===== src/rtl/baud_gen_frac_pkg.sv =====
// Shared constants and helpers for the fractional UART baud tick generator.
package baud_gen_frac_pkg;

  // Default rx oversample ratio and the matching phase-index width.
  localparam int OSR_DEFAULT = 16;
  localparam int OSR_LOG2    = $clog2(OSR_DEFAULT);

  // Divisor after reset: 50 MHz / (115200 * 16) = 27.127 -> 27 + 2/16.
  localparam int RESET_DIV_INT_DEFAULT  = 27;
  localparam int RESET_DIV_FRAC_DEFAULT = 2;

  // A zero integer divisor is treated as 1 so the divider never stalls.
  function automatic logic [31:0] eff_int(input logic [31:0] div);
    return (div == 32'd0) ? 32'd1 : div;
  endfunction

  // Integer part of the tx period: eff_int*OSR plus the whole clocks that
  // the scaled fraction contributes. Shifts only, since OSR is a power of two.
  function automatic logic [63:0] tx_scale_int(input logic [31:0] eff,
                                               input logic [31:0] frac,
                                               input int          osr_log2,
                                               input int          frac_w);
    logic [63:0] whole;
    logic [63:0] spill;
    whole = 64'(eff) << osr_log2;
    spill = (64'(frac) << osr_log2) >> frac_w;
    return whole + spill;
  endfunction

  // Fraction left over after scaling div_frac by OSR.
  function automatic logic [31:0] tx_scale_frac(input logic [31:0] frac,
                                                input int          osr_log2,
                                                input int          frac_w);
    logic [63:0] scaled;
    logic [63:0] mask;
    scaled = 64'(frac) << osr_log2;
    mask   = (64'd1 << frac_w) - 64'd1;
    scaled = scaled & mask;
    return scaled[31:0];
  endfunction

endpackage


===== src/rtl/baud_frac_div.sv =====
// One fractional divider channel: a down-counter whose reload alternates
// between int and int+1 so the average period is int + frac/2^FRAC_W.
module baud_frac_div #(
  parameter int                INT_W    = 16,
  parameter int                FRAC_W   = 4,
  parameter logic [INT_W-1:0]  RST_INT  = INT_W'(1),
  parameter logic [FRAC_W-1:0] RST_FRAC = '0,
  parameter logic [INT_W-1:0]  RST_CNT  = '0
) (
  input  logic              clk,
  input  logic              rst,
  input  logic              en_i,
  input  logic [INT_W-1:0]  int_i,      // already clamped to >= 1
  input  logic [FRAC_W-1:0] frac_i,
  input  logic              load_ok_i,  // adopt int_i/frac_i at the next tick
  input  logic              restart_i,  // restart the period from int_i/frac_i
  output logic              tick_o
);

  logic [INT_W-1:0]  cnt_q, cnt_d;
  logic [FRAC_W-1:0] acc_q, acc_d;
  logic [INT_W-1:0]  act_int_q, act_int_d;
  logic [FRAC_W-1:0] act_frac_q, act_frac_d;
  logic [INT_W-1:0]  use_int;
  logic [FRAC_W-1:0] use_frac;
  logic [FRAC_W:0]   sum;

  // A restart always wins over a due tick so the caller sees no pulse.
  assign tick_o = en_i && !restart_i && (cnt_q == '0);

  // Next-state: restart, reload at the period boundary, or count down.
  always_comb begin
    // NOTE: every comb output gets a default first so no path leaves it
    // unassigned; an unassigned path would infer a latch.
    cnt_d      = cnt_q;
    acc_d      = acc_q;
    act_int_d  = act_int_q;
    act_frac_d = act_frac_q;
    use_int    = load_ok_i ? int_i  : act_int_q;
    use_frac   = load_ok_i ? frac_i : act_frac_q;
    sum        = {1'b0, acc_q} + {1'b0, use_frac};
    if (restart_i) begin
      cnt_d      = int_i - INT_W'(1);
      acc_d      = '0;
      act_int_d  = int_i;
      act_frac_d = frac_i;
    end else if (tick_o) begin
      // The divisor only changes here, so a running period is never cut short.
      cnt_d      = use_int - INT_W'(1) + INT_W'(sum[FRAC_W]);
      acc_d      = sum[FRAC_W-1:0];
      act_int_d  = use_int;
      act_frac_d = use_frac;
    end else if (en_i) begin
      cnt_d = cnt_q - INT_W'(1);
    end
  end

  // Channel state register.
  always_ff @(posedge clk or posedge rst) begin
    // NOTE: state uses non-blocking assignments so every register samples
    // the pre-edge values regardless of block evaluation order.
    if (rst) begin
      cnt_q      <= RST_CNT;
      acc_q      <= '0;
      act_int_q  <= RST_INT;
      act_frac_q <= RST_FRAC;
    end else begin
      cnt_q      <= cnt_d;
      acc_q      <= acc_d;
      act_int_q  <= act_int_d;
      act_frac_q <= act_frac_d;
    end
  end

endmodule


===== src/rtl/baud_gen_frac.sv =====
// UART baud tick generator with a runtime fractional divisor: an rx channel
// ticking at the oversample rate and a tx channel ticking once per bit.
module baud_gen_frac
  import baud_gen_frac_pkg::*;
#(
  parameter int DIV_INT_W      = 16,
  parameter int DIV_FRAC_W     = 4,
  parameter int OSR            = OSR_DEFAULT,  // power of two, 2..64
  parameter int RESET_DIV_INT  = RESET_DIV_INT_DEFAULT,
  parameter int RESET_DIV_FRAC = RESET_DIV_FRAC_DEFAULT
) (
  input  logic                    clk,
  input  logic                    rst,
  input  logic                    en,
  input  logic [DIV_INT_W-1:0]    div_int,
  input  logic [DIV_FRAC_W-1:0]   div_frac,
  input  logic                    div_wr,
  input  logic                    rx_resync,
  output logic                    rxclk_en,
  output logic                    txclk_en,
  output logic [$clog2(OSR)-1:0]  rx_phase
);

  localparam int OSR_L2   = $clog2(OSR);
  localparam int TX_INT_W = DIV_INT_W + OSR_L2 + 1;

  // Reset divisors and starting counts for both channels.
  localparam logic [DIV_INT_W-1:0]  RST_INT  = DIV_INT_W'(eff_int(32'(RESET_DIV_INT)));
  localparam logic [DIV_FRAC_W-1:0] RST_FRAC = DIV_FRAC_W'(RESET_DIV_FRAC);
  localparam logic [TX_INT_W-1:0]   RST_TX_INT =
    TX_INT_W'(tx_scale_int(32'(RST_INT), 32'(RST_FRAC), OSR_L2, DIV_FRAC_W));
  localparam logic [DIV_FRAC_W-1:0] RST_TX_FRAC =
    DIV_FRAC_W'(tx_scale_frac(32'(RST_FRAC), OSR_L2, DIV_FRAC_W));
  localparam logic [TX_INT_W-1:0]   RST_TX_CNT =
    TX_INT_W'((64'(RST_INT) << OSR_L2) - 64'd1);

  logic [DIV_INT_W-1:0]  shd_int_q, shd_int_d;
  logic [DIV_FRAC_W-1:0] shd_frac_q, shd_frac_d;
  logic                  rx_pend_q, rx_pend_d;
  logic                  tx_pend_q, tx_pend_d;
  logic                  rxclk_en_q, rxclk_en_d;
  logic                  txclk_en_q, txclk_en_d;
  logic [OSR_L2-1:0]     rx_phase_q, rx_phase_d;

  logic [DIV_INT_W-1:0]  rx_src_int;
  logic [DIV_FRAC_W-1:0] rx_src_frac;
  logic [DIV_INT_W-1:0]  rx_int;
  logic [TX_INT_W-1:0]   tx_int;
  logic [DIV_FRAC_W-1:0] tx_frac;
  logic                  rx_tick;
  logic                  tx_tick;

  // A resync in the same cycle as a write uses the value being written.
  assign rx_src_int  = (rx_resync && div_wr) ? div_int  : shd_int_q;
  assign rx_src_frac = (rx_resync && div_wr) ? div_frac : shd_frac_q;
  assign rx_int      = DIV_INT_W'(eff_int(32'(rx_src_int)));

  // tx runs OSR times slower; the scaled fraction spills into whole clocks.
  assign tx_int  = TX_INT_W'(tx_scale_int(eff_int(32'(shd_int_q)), 32'(shd_frac_q),
                                          OSR_L2, DIV_FRAC_W));
  assign tx_frac = DIV_FRAC_W'(tx_scale_frac(32'(shd_frac_q), OSR_L2, DIV_FRAC_W));

  baud_frac_div #(
    .INT_W    (DIV_INT_W),
    .FRAC_W   (DIV_FRAC_W),
    .RST_INT  (RST_INT),
    .RST_FRAC (RST_FRAC),
    .RST_CNT  (RST_INT - DIV_INT_W'(1))
  ) u_rx_div (
    .clk       (clk),
    .rst       (rst),
    .en_i      (en),
    .int_i     (rx_int),
    .frac_i    (rx_src_frac),
    .load_ok_i (rx_pend_q),
    .restart_i (rx_resync),
    .tick_o    (rx_tick)
  );

  baud_frac_div #(
    .INT_W    (TX_INT_W),
    .FRAC_W   (DIV_FRAC_W),
    .RST_INT  (RST_TX_INT),
    .RST_FRAC (RST_TX_FRAC),
    .RST_CNT  (RST_TX_CNT)
  ) u_tx_div (
    .clk       (clk),
    .rst       (rst),
    .en_i      (en),
    .int_i     (tx_int),
    .frac_i    (tx_frac),
    .load_ok_i (tx_pend_q),
    .restart_i (1'b0),
    .tick_o    (tx_tick)
  );

  // Shadow capture, per-channel pending flags, rx phase and output pulses.
  always_comb begin
    shd_int_d  = shd_int_q;
    shd_frac_d = shd_frac_q;
    if (div_wr) begin
      shd_int_d  = div_int;
      shd_frac_d = div_frac;
    end
    // A write landing on a tick is adopted at the following tick; a write
    // together with a resync is adopted immediately by the rx restart.
    rx_pend_d = div_wr ? !rx_resync : (rx_pend_q && !rx_tick && !rx_resync);
    tx_pend_d = div_wr || (tx_pend_q && !tx_tick);

    rxclk_en_d = rx_tick;
    txclk_en_d = tx_tick;
    rx_phase_d = rx_phase_q;
    if (rx_resync) begin
      rx_phase_d = '0;
    end else if (rx_tick) begin
      rx_phase_d = rx_phase_q + OSR_L2'(1);
    end
  end

  // Top-level state register; every flop has a reset value.
  always_ff @(posedge clk or posedge rst) begin
    if (rst) begin
      shd_int_q  <= RST_INT;
      shd_frac_q <= RST_FRAC;
      rx_pend_q  <= 1'b0;
      tx_pend_q  <= 1'b0;
      rxclk_en_q <= 1'b0;
      txclk_en_q <= 1'b0;
      rx_phase_q <= '0;
    end else begin
      shd_int_q  <= shd_int_d;
      shd_frac_q <= shd_frac_d;
      rx_pend_q  <= rx_pend_d;
      tx_pend_q  <= tx_pend_d;
      rxclk_en_q <= rxclk_en_d;
      txclk_en_q <= txclk_en_d;
      rx_phase_q <= rx_phase_d;
    end
  end

  assign rxclk_en = rxclk_en_q;
  assign txclk_en = txclk_en_q;
  assign rx_phase = rx_phase_q;

endmodule


===== config.mk =====
export PLATFORM = sky130hd
export DESIGN_NAME = baud_gen_frac
export DESIGN_NICKNAME = d
export VERILOG_FILES = /design/src/rtl/baud_gen_frac_pkg.sv /design/src/rtl/baud_frac_div.sv /design/src/rtl/baud_gen_frac.sv
export SDC_FILE = /design/constraint.sdc
export NUM_CORES = 1
export LEC_CHECK = 0
export CAP_MARGIN = 10
export CORE_UTILIZATION = 60
export DETAILED_ROUTE_END_ITERATION = 12
export DONT_BUFFER_PORTS = 1
export GPL_TIMING_DRIVEN = 0
export MAX_ROUTING_LAYER = met4
export PLACE_DENSITY = 0.82
export REMOVE_ABC_BUFFERS = 1
export SYNTH_ARGS = -nofsm -noshare
export SYNTH_HDL_FRONTEND = slang
export SYNTH_HIERARCHICAL = 1
export SYNTH_SLANG_ARGS = --single-unit
export TNS_END_PERCENT = 10

===== constraint.sdc =====
create_clock -name clk -period 4.9 [get_ports clk]
set_clock_uncertainty 0.1 [all_clocks]
set_input_delay 0.245 -clock clk [delete_from_list [all_inputs] [get_ports clk]]
set_output_delay 0.245 -clock clk [all_outputs]
set_load 0.05 [all_outputs]

==> results.json <==
{
  "status": "complete, no violations",
  "peakVddDrop_mv": 0.2708,
  "r2r_setup_slack_ns": 0.70,
  "hold_path_class": "input pin to flop",
  "cts_buffers": 17,
  "drv_cap": 0,
  "drcViolationCount": 0,
  "path_max_fanout": 26,
  "final.setup.tns_ns": 0,
  "fin_crit_ns": 4.201,
  "cts_buffer_depth": 2,
  "row_count": 43,
  "period_share": 0.8573,
  "yosysSeqAreaShare": 0.3484,
  "numPortBuffers": 0,
  "power_switching_mw": 0.9812,
  "async_reset_ff_frac": 1.000,
  "p_leak_nw": 3.792,
  "die_h_um": 121.5,
  "path_clk_slew_ns": 0.06,
  "ys_ff_latch": 118,
  "final_nets": 928,
  "hold_violations": 0,
  "hpwlAfterDp_mm": 14.25,
  "p_clk_frac": 0.395,
  "diodes": 0,
  "cp.required_ns": 5.11,
  "end_kind": "flop",
  "holdPathEnd": "u_rx_div/cnt_q[0]",
  "final_common_cell": "dfrtp_1",
  "p_comb_frac": 0.195,
  "layout-drive-gt1-share": 0.1962,
  "rr_worst_depth": 13,
  "timing.rr.start": "rx_pend_q",
  "p_int_mw": 2.157,
  "cts_htree_levels": 4,
  "layout_common_cells": "92 x dfrtp_1, 66 x mux2_2, 53 x nor2_1, 53 x nand2_1, 49 x a21oi_1",
  "rsz0062_at_grt": "false",
  "start_kind": "flop",
  "vias": 7024,
  "finalSetupViolations": 0,
  "grt_pass1_wl_mm": 35.56,
  "relSlewSlack": 0.2564,
  "first_pass_iters": 5,
  "wl_mm": 21.93,
  "swShare": 0.3126,
  "clock_sinks": 118,
  "core_area_mm2": 0.01388,
  "arrival_ns": 4.41,
  "wl_per_cell_um": 20.36,
  "max_freq_mhz": 238.0,
  "antenna_found_initial": 0,
  "hold_depth": 3,
  "powerDensity_mw_per_mm2": 332.8,
  "cts_setup_buffers": 0,
  "ys.flop_type": "dfrtp_1",
  "synth_edf_count": 0,
  "initial_core_util": 0.6170,
  "maxSlewViolCount": 0,
  "fp.dieW_um": 121.5,
  "power_frac_seq": 0.411,
  "track_usage": 0.3200,
  "grt_max_degree": 43,
  "synth_cell_types": 75,
  "synthCells": 890,
  "overflow": 0,
  "gp_congestion": 0.9534,
  "cts_root_buf": "clkbuf_16",
  "avgViaCountPerCell": 6.522,
  "fin_hold_ws_ns": 0.01681,
  "dpl.cell_count": 1020,
  "cts_tree": "yes",
  "nFillCells": 1035,
  "r2r_end": "u_rx_div/cnt_q[14]",
  "areaGrowthSynthToFinish_pct": 10.12,
  "grt_pass1_vias": 7049,
  "holdCritStartpoint": "en",
  "clock_latency_ns": 0.42,
  "tightest_slew_ns": 1.112,
  "yosysWarningCount": 6,
  "avgSynthCellArea_um2": 9.623,
  "fin_cells": 1077,
  "drtIter0Drc": 619,
  "die_area_mm2": 0.01476,
  "worstSetupPathType": "flop to flop",
  "ant_nets": 0,
  "synth_area_mm2": 0.008564,
  "io_pins": 31
}
power groups by stage:
stage	clock (mW)	combinational, mW	sequential, mW
2_1_floorplan	0	0.455	1.26
3_3_place_gp	0	0.535	1.29
3_5_place_dp	0	0.560	1.30
4_1_cts	1.24	0.597	1.28
5_1_grt	1.30	0.666	1.31
6_report	1.24	0.611	1.29
Yosys cell counts, types with 14 or more instances:
cell type	instances	area, um2
ha_1	17	212.7
nand3_1	26	130.1
nand4_1	14	87.58
xor2_1	42	367.9
clkbuf_1	39	146.4
dfrtp_1	93	2327
o21ai_0	43	215.2
nor4_1	23	143.9
buf_2	20	100.1
mux2i_1	33	330.3
mux2_4	25	375.4
a21oi_1	50	250.2
inv_1	19	71.32
dfstp_2	25	656.9
mux2_2	66	743.2
nor3_1	41	205.2
xnor2_1	36	315.3
nand2_1	53	198.9
nor2_1	53	198.9
cell type report:
class	instances	area (um2)	share of cell area
tap	180	225.2	0.02388
sequential	118	2985	0.3165
clock inverter	15	155.1	0.01645
clock buffer	17	425.4	0.04510
timing repair buffer	29	332.8	0.03529
multi-input combinational	699	5236	0.5552
inverter	19	71.32	0.007562
worst max path at each step:
stage | slack (ns) | endpoint | cells after the start | from
floorplan | 0.71 | u_tx_div/cnt_q[18] | 12 | tx_pend_q
finish | 0.70 | u_rx_div/cnt_q[14] | 13 | rx_pend_q
CTS | 0.71 | u_rx_div/cnt_q[14] | 13 | rx_pend_q
global placement | -0.08 | u_tx_div/cnt_q[18] | 12 | tx_pend_q
detailed placement | 0.75 | u_rx_div/cnt_q[14] | 13 | rx_pend_q
global route | 0.34 | u_rx_div/cnt_q[14] | 13 | rx_pend_q
routing by layer:
metal  part of all wire  track usage  up-vias
li1                   -            -     3275
met2               0.50       0.5330      264
met5                  0            -        -
met4              0.030       0.1335        0
met1               0.41       0.3750     3427
met3              0.054      0.06626       58
repair_timing:
item                                    CTS  global route
hold buffers                             25             0
endpoints found under the hold margin   146             0
gates resized for setup                   0             0
endpoints found under the setup margin    0             0
logic make-up after synthesis:
logic type | after synthesis | synth area share
compound gates | 179 | 0.1367
xor+xnor | 78 | 0.07977
fa+ha+maj | 19 | 0.02951
buf+inv | 85 | 0.04587
flops | 118 | 0.3484
mux | 124 | 0.1692
other cells | 1 | 0.0004379
simple gates | 286 | 0.1901
per-stage QoR:
step	area (um2)	worst slack [ns]	utilization	power, mW
after floorplan	8288	0.7141	-	1.711
after global placement	8513	-0.07646	0.6133	1.828
after detailed placement	8601	0.7465	0.6196	1.857
after CTS	9432	0.7120	0.6795	3.124
after global routing	9432	0.3441	0.6795	3.273
final	9432	0.6991	0.6795	3.139
state kept, by name, indices dropped and copies added (netlist names), 4 cells and up:
register	count
u_rx_div/act_int_q	16
u_rx_div/cnt_q	16
u_tx_div/cnt_q	21
rx_phase	4
u_rx_div/act_frac_q	4
u_tx_div/act_frac_q	4
u_rx_div/acc_q	4
shd_frac_q	4
u_tx_div/acc_q	4
shd_int_q	16
u_tx_div/act_int_q	21
worst max-delay path, cell delays in order (launching register included):
cell	delay [ns]
dfrtp_1	0.76
buf_16	0.25
mux2_2	0.35
ha_1	0.21
fa_1	0.41
a21o_1	0.19
a21oi_1	0.15
ha_1	0.20
ha_1	0.23
nand2_1	0.11
nor4_1	0.48
nand3_1	0.22
xnor2_1	0.18
a221oi_1	0.24
Power figures use the tool's default switching activity.
